[config.mk]
export PLATFORM = sky130hd
export DESIGN_NAME = dat_fifo
export DESIGN_NICKNAME = d
export VERILOG_FILES = /design/src/rtl/dat_fifo.sv
export SDC_FILE = /design/constraint.sdc
export NUM_CORES = 1
export LEC_CHECK = 0
export ABC_AREA = 0
export BUFFER_PORTS_ARGS = -buffer_cell sky130_fd_sc_hd__buf_2
export CORE_AREA = 2 2 199 220
export CTS_CLUSTER_SIZE = 8
export DETAILED_ROUTE_END_ITERATION = 10
export DIE_AREA = 0 0 201 222
export HOLD_SLACK_MARGIN = 0.15
export PLACE_DENSITY = 0.81
export SLEW_MARGIN = 20
export SYNTH_ARGS = -nofsm -noshare
export SYNTH_HDL_FRONTEND = slang
export SYNTH_SLANG_ARGS = --single-unit
[constraint.sdc]
create_clock -name sd_clock -period 2.43 [get_ports sd_clock]
set_input_delay 0.1215 -clock sd_clock [delete_from_list [all_inputs] [get_ports sd_clock]]
set_output_delay 0.1215 -clock sd_clock [all_outputs]
set_load 0.1 [all_outputs]
[src/rtl/dat_fifo.sv]
// First-word-fall-through word buffer shared by both SD data directions.
// Optional `DAT_FIFO_LEVEL_EN adds the level/half occupancy outputs.
module dat_fifo #(
  parameter int WIDTH      = 32,
  parameter int DEPTH_LOG2 = 4
) (
  input  logic                  sd_clock,
  input  logic                  reset,
  input  logic                  writeread,
  input  logic                  flush,
  input  logic                  host_push,
  input  logic [WIDTH-1:0]      host_data_in,
  input  logic                  host_pop,
  output logic [WIDTH-1:0]      host_data_out,
  input  logic                  read_enable,
  output logic [WIDTH-1:0]      dataFROMFIFO,
  input  logic                  write_enable,
  input  logic [WIDTH-1:0]      dataToFIFO,
  output logic                  status,
  output logic                  full,
  output logic                  empty,
  output logic                  overflow,
`ifdef DAT_FIFO_LEVEL_EN
  output logic [DEPTH_LOG2:0]   level,
  output logic                  half,
`endif
  output logic                  underflow
);

  localparam int ENTRIES = 1 << DEPTH_LOG2;
  localparam logic [DEPTH_LOG2:0] PTR_ONE  = (DEPTH_LOG2+1)'(1);
  localparam logic [DEPTH_LOG2:0] FULL_XOR = (DEPTH_LOG2+1)'(ENTRIES);

  logic [WIDTH-1:0]    mem [ENTRIES];
  logic [DEPTH_LOG2:0] wptr;
  logic [DEPTH_LOG2:0] rptr;
  logic                writeread_p1;

  logic             clr;
  logic             push;
  logic             pop;
  logic             do_push;
  logic             do_pop;
  logic             ovf_evt;
  logic             unf_evt;
  logic [WIDTH-1:0] push_data;

  // A direction change behaves like a flush and swallows that cycle's strobes.
  assign clr       = flush | (writeread != writeread_p1);
  assign push      = writeread ? host_push : write_enable;
  assign pop       = writeread ? read_enable : host_pop;
  assign push_data = writeread ? host_data_in : dataToFIFO;

  assign empty = (wptr == rptr);
  assign full  = ((wptr ^ rptr) == FULL_XOR);

  assign do_pop  = ~clr & pop & ~empty;
  assign do_push = ~clr & push & (~full | pop);
  assign ovf_evt = ~clr & push & full & ~pop;
  assign unf_evt = ~clr & pop & empty;

  assign status        = writeread ? ~empty : ~full;
  assign host_data_out = mem[rptr[DEPTH_LOG2-1:0]];
  assign dataFROMFIFO  = mem[rptr[DEPTH_LOG2-1:0]];

`ifdef DAT_FIFO_LEVEL_EN
  localparam logic [DEPTH_LOG2:0] HALF_LVL = (DEPTH_LOG2+1)'(ENTRIES / 2);
  assign level = wptr - rptr;
  assign half  = (level >= HALF_LVL);
`endif

  // Control state: pointers, sticky flags and the direction history.
  always_ff @(posedge sd_clock or posedge reset) begin
    if (reset) begin
      wptr         <= '0;
      rptr         <= '0;
      overflow     <= 1'b0;
      underflow    <= 1'b0;
      writeread_p1 <= 1'b0;
    end else begin
      writeread_p1 <= writeread;
      if (clr) begin
        wptr      <= '0;
        rptr      <= '0;
        overflow  <= 1'b0;
        underflow <= 1'b0;
      end else begin
        if (do_push) wptr <= wptr + PTR_ONE;
        if (do_pop)  rptr <= rptr + PTR_ONE;
        if (ovf_evt) overflow  <= 1'b1;
        if (unf_evt) underflow <= 1'b1;
      end
    end
  end

  // Storage array: data only, never reset.
  always_ff @(posedge sd_clock) begin
    if (do_push) mem[wptr[DEPTH_LOG2-1:0]] <= push_data;
  end

endmodule

======== After elaboration in Yosys (flattened, before gate mapping) ========
Memory sizes are Yosys's and may differ from the RTL's.
Cells that the tools add are included.
word-level totals
  output and inout port bits .............. 69
  RAM bits ................................ 512
  memories kept ........................... 1
  bits in latches ......................... 0
  logic and storage cells ................. 43
  input bits .............................. 72
  register bits after elaboration ......... 13
  bits in read-only memories .............. 0
memory list
  name  words  bits a word  rd ports  clocked after memory_dff  wr ports  RTL line  RTL
  mem   16     32           1         0                         1         34        logic [WIDTH-1:0] mem [ENTRIES];
cells by class
  reduce and logical (&&, ||, !) cells .... 4
  equality and inequality tests ........... 3
  muxes and demuxes ....................... 14
  shift operators ......................... 0
  multiply operators ...................... 0
  divide/modulo/power cells ............... 0
  add/sub/neg operators ................... 2
  $lt $le $gt $ge ......................... 0
  bitwise logic cells ..................... 14
operators by type and width
  cell                 number
  $mux 32              1
  $mux 5               4
  $add 5x1->5 const B  2
  $mux 1               9
  $reduce_bool 2->1    4
  $and 1x1->1          7
  $eq 5x5->1           1
  $eq 5x5->1 const B   1
  $xor 5x5->5          1
  $not 1->1            4
  $or 1x1->1           2
  $ne 1x1->1           1

======== Depth between registers and ports, before layout ========
  word-level depth ........................ 8
  depth in mapped cells ................... 8
  depth with buffers taken out ............ 4

======== Worst setup path before layout ========
No wires, ideal clock.
  path kind ............................... register -> output
  start ................................... register rptr[1]
  end ..................................... output host_data_out[11]
  required time ........................... 2309 ps
  slack ................................... -1114 ps
  data arrival time ....................... 3422 ps
  stages on the path, launching flop included .. 8
  path buffers ............................ 5
  path through ............................ dfrtp_1 buf_2 buf_2 buf_2 buf_2 mux2i_1 a21oi_1 buf_4
between the ends
  cells in the longest elaborated chain, start to end .. 1
ends and longest elaborated chain
  element                   RTL line  RTL
  start: declaration        36        logic [DEPTH_LOG2:0] rptr;
  start signal: assignment  89        if (do_pop) rptr <= rptr + PTR_ONE;
  $mem_v2 16x32             --
  end: declaration          14        output logic [WIDTH-1:0] host_data_out,
No other way between the ends.

======== Worst setup path after layout ========
  start ................................... register rptr[0]
  end ..................................... output dataFROMFIFO[29]
between the ends
  cells in the longest elaborated chain, start to end .. 1
ends and longest elaborated chain
  element           RTL line  RTL
  $mem_v2 16x32     --
  end: declaration  16        output logic [WIDTH-1:0] dataFROMFIFO,
No other way between the ends.

==> metrics.md <==
| Metric | Value |
|---|---|
| Status | finished, violations left |
| Failing checks | setup timing |
| Num CTS Buffers | between 70 and 80 |
| Vias in the first global route | 12599 |
| Gr ovfl total | 0 |
| Core area | about 42000 um2 |
| CTS H-tree depth | 3 |
| Row cnt | 79 |
| Clock Sinks | 525 |
| Number of max-cap violations | 0 |
| Total placed cells including tap cells | 1665 |
| Fin. Hold Viols | 0 |
| DP HPWL | 25.9 mm |
| CTS tree | done |
| Clock skew | approximately 0.020 ns |
| Share of cells above drive strength 1 | 46.6% |
| Critical Path End | dataFROMFIFO[29] |
| RSZ-0062 raised after global routing | true |
| Vias | between 10000 and 15000 |
| Slowest-stage cell, CP | mux4_2 |
| Netlist cell types | 34 |
| Max Fclk | approximately 0.35 GHz |
| Worst Tran Pin Value | 0.679 ns |
| Post-route setup slack | -0.449 ns |
| DR WL/cell | approximately 30 um |
| Reg2reg start | rptr[0] |
| Cells after synthesis | ~970 |
| Critical path peak fanout | 12 |
| P per Cell Area | between 700 and 800 nW/um2 |
| CTS Root Cell | clkbuf_16 |
| Largest net degree at the start of global routing | 59 |
| Multi-input logic area | 5450 um2 |
| CP endpoint kind | output pin |
| Crit Path Class | reg -> out |
| Max clock buf depth | 3 |
| CP most frequent cell | mux4_2 |
| First-pass GRT wire length | roughly 83 mm |
| Drt first pass iters | 6 |
| Seq/Total Area, Yosys | between 70% and 80% |
| RePlAce Congestion | 0.787 |
| Area Overhead vs Synth | 32.5% |
| Worst r2r dst | mem[7][16] |
| Filler instances | roughly 2500 |
| Final Critical Period | between 2 and 3 ns |
| Final Net Count | ~1400 |
| Max_slew headroom | ~55% |
| Total Die Area | ~45000 um2 |
| Total global-route track usage | approximately 25% |
| Final period utilization | 118% |
| Max incr delay on CP | 0.56 ns |
| Worst vdd ir | between 0.4 and 0.5 mV |
| Crit path DAT | 2.76 ns |
| Total Routed Length | approximately 56 mm |
| Ports | ~140 |
| FF/Latch Area | ~16000 um2 |
| Average vias per placed instance | 6.18 |
| Clk slew on worst S/H paths | 0.06 ns |
| Hold WC Path Type | in -> reg |
| Diodes inserted | 0 |
| Syn Area/Cell | about 22 um2 |
| Reg2reg setup slack | approximately 0.03 ns |
| Overall power | between 20 and 25 mW |
| R2r worst-path depth | 8 |
| Worst Setup SP | rptr[0] |
| Critical Path RT | 2.31 ns |
| Syn Nets | approximately 1000 |
| Die Width | roughly 200 um |
| Number of synthesized register bits | approximately 530 |
| Port Buffers | 140 |
| DRT iter0 DRCs | ~1300 |
| Synth warn | 0 |
| DRC viols | 0 |
| Final setup fails | 66 |
| Clk_lat worst skew | roughly 0.57 ns |
| Hold_ws | 0.148 ns |
| Initial antenna violation count | 0 |
| Synthesized area | around 21000 um2 |
| ANT nets after route | 0 |
| Pleak | 9.14 nW |
| Starting Density | 49.8% |
| Die Y | around 220 um |
| Crit path cell chain | buf_12 -> buf_16 -> mux4_2 -> mux4_2 -> buf_8 |
| Final Non-Filler Cells | approximately 1900 |
| CP startpoint kind | flip-flop |
| Max-slew violation total from the final report | 0 |
cells in the final DEF (no fill, tap or decap), types with 2 or more instances in the layout:
| cell | netlist | routed |
|---|---|---|
| a21oi_1 | 29 | 6 |
| mux2i_2 | 0 | 4 |
| and4_2 | 0 | 14 |
| ha_1 | 5 | 5 |
| buf_12 | 0 | 79 |
| bufbuf_16 | 0 | 2 |
| mux2_2 | 34 | 34 |
| or3_1 | 5 | 5 |
| dfrtp_1 | 13 | 9 |
| and4_4 | 0 | 2 |
| and2_4 | 0 | 19 |
| a211oi_1 | 25 | 2 |
| inv_6 | 0 | 3 |
| inv_1 | 5 | 5 |
| and2_1 | 26 | 7 |
| a211oi_2 | 0 | 12 |
| xor2_1 | 5 | 4 |
| nand2_1 | 14 | 13 |
| mux2i_1 | 32 | 19 |
| buf_2 | 17 | 73 |
| nand4_1 | 3 | 3 |
| dfrtp_4 | 0 | 4 |
| clkbuf_1 | 26 | 22 |
| buf_8 | 0 | 14 |
| nor2b_1 | 2 | 2 |
| a21oi_4 | 0 | 23 |
| buf_4 | 36 | 53 |
| mux4_2 | 137 | 137 |
| buf_6 | 4 | 18 |
| a211oi_4 | 0 | 11 |
| edfxtp_1 | 512 | 512 |
| buf_16 | 0 | 9 |
| dlygate4sd3_1 | 0 | 70 |
| clkinv_8 | 0 | 2 |
| mux2i_4 | 0 | 9 |
| clkbuf_16 | 0 | 81 |
| nand3_1 | 2 | 2 |
| nor2_1 | 4 | 4 |
critical path, delay by kind of cell, from the launching register on:
kind                   cells  cell delay (ns)
muxes                      2             1.11
buffers and inverters      3             0.55
DFF                        1             0.50
per-layer routing:
metal  track usage [%]  vias up  wire length (um)
met5                 0        -                 0
met4              12.6        0              2460
met3              4.88      176              4820
met2              44.8      804             29800
met1              29.9     5959             19100
li1                  -     4649                 -
logic make-up after synthesis:
family | count (synthesis) | synth area share [%]
DFF | 525 | 74.8
muxes | 203 | 18.0
buffers and inverters | 91 | 2.51
and+or+nand+nor | 75 | 2.23
AOI/OAI and AO/OA | 60 | 1.83
xor gates and xnor gates | 7 | 0.328
adders and majority gates | 5 | 0.298
layout make-up:
type / instances / area share, %
inverters: 5 / 0.0674
repair buffers: 322 / 13.9
clock inverters: 6 / 0.225
clock buffers: 99 / 7.22
well taps: 567 / 2.55
multi-input cells: 350 / 19.6
flip-flops and latches: 525 / 56.5
power breakdown:
part	switching [mW]	internal, mW
logic	1.12	0.737
registers	0.0179	10.1
clock network	3.69	5.70
worst min-delay path by stage:
stage	startpoint	slack, ns	endpoint	cells past startpoint
5_1_grt	host_data_in[24]	0.16	mem[11][24]	2
2_1_floorplan	reset	-0.002	overflow	1
3_3_place_gp	reset	0.21	writeread_p1	2
3_5_place_dp	reset	0.20	writeread_p1	2
6_report	host_data_in[24]	0.15	mem[11][24]	2
4_1_cts	dataToFIFO[28]	0.15	mem[3][28]	2
metrics by stage:
step / worst slack (ns) / cell area [um2] / utilization (%) / setup TNS, ns
3_3_place_gp: -0.0827 / 23100 / 54.8 / -0.263
2_1_floorplan: 0.00255 / 21500 / - / 0
3_5_place_dp: -0.0867 / 23100 / 54.8 / -0.741
4_1_cts: -0.382 / 27500 / 65.2 / -21.17
5_1_grt: -0.477 / 27800 / 65.9 / -26.99
6_report: -0.449 / 27800 / 65.9 / -24.51
flip-flops by register name (all words and copies together) (netlist names):
name / flops
mem: 512
underflow: 1
writeread_p1: 1
rptr: 5
overflow: 1
wptr: 5
what timing repair did:
action / CTS / global route
hold endpoints to repair: 490 / 0
setup endpoints to repair: 172 / 144
hold buffers: 70 / 0
gates resized for setup: 336 / 30
setup buffers: 17 / 6
cloned: 7 / 4
pin swaps: 17 / 11
cell usage after synthesis:
master	instances	area, um2
and2_1	26	163
xor2_1	5	43.8
nor4_2	1	12.5
a211oi_1	25	188
buf_2	17	85.1
dfrtp_1	13	325
buf_4	36	270
a21oi_1	29	145
mux2i_1	32	320
and4_1	16	140
xnor2_1	1	8.76
or3_1	5	31.3
buf_6	4	45.0
a311o_1	1	10.0
a31oi_1	1	6.26
mux2_2	34	383
nor2_1	4	15.0
mux4_2	137	3090
o21ai_0	1	5.00
buf_1	3	11.3
a2111o_1	1	11.3
a41oi_1	1	8.76
nor2b_1	2	12.5
nand4_1	3	18.8
inv_1	5	18.8
nand3_1	2	10.0
xnor2_2	1	16.3
or2_1	1	6.26
nand2_1	14	52.6
edfxtp_1	512	15400
clkbuf_1	26	97.6
nor2_2	1	6.26
a21boi_2	1	11.3
ha_1	5	62.6
Power figures use the tool's default switching activity.
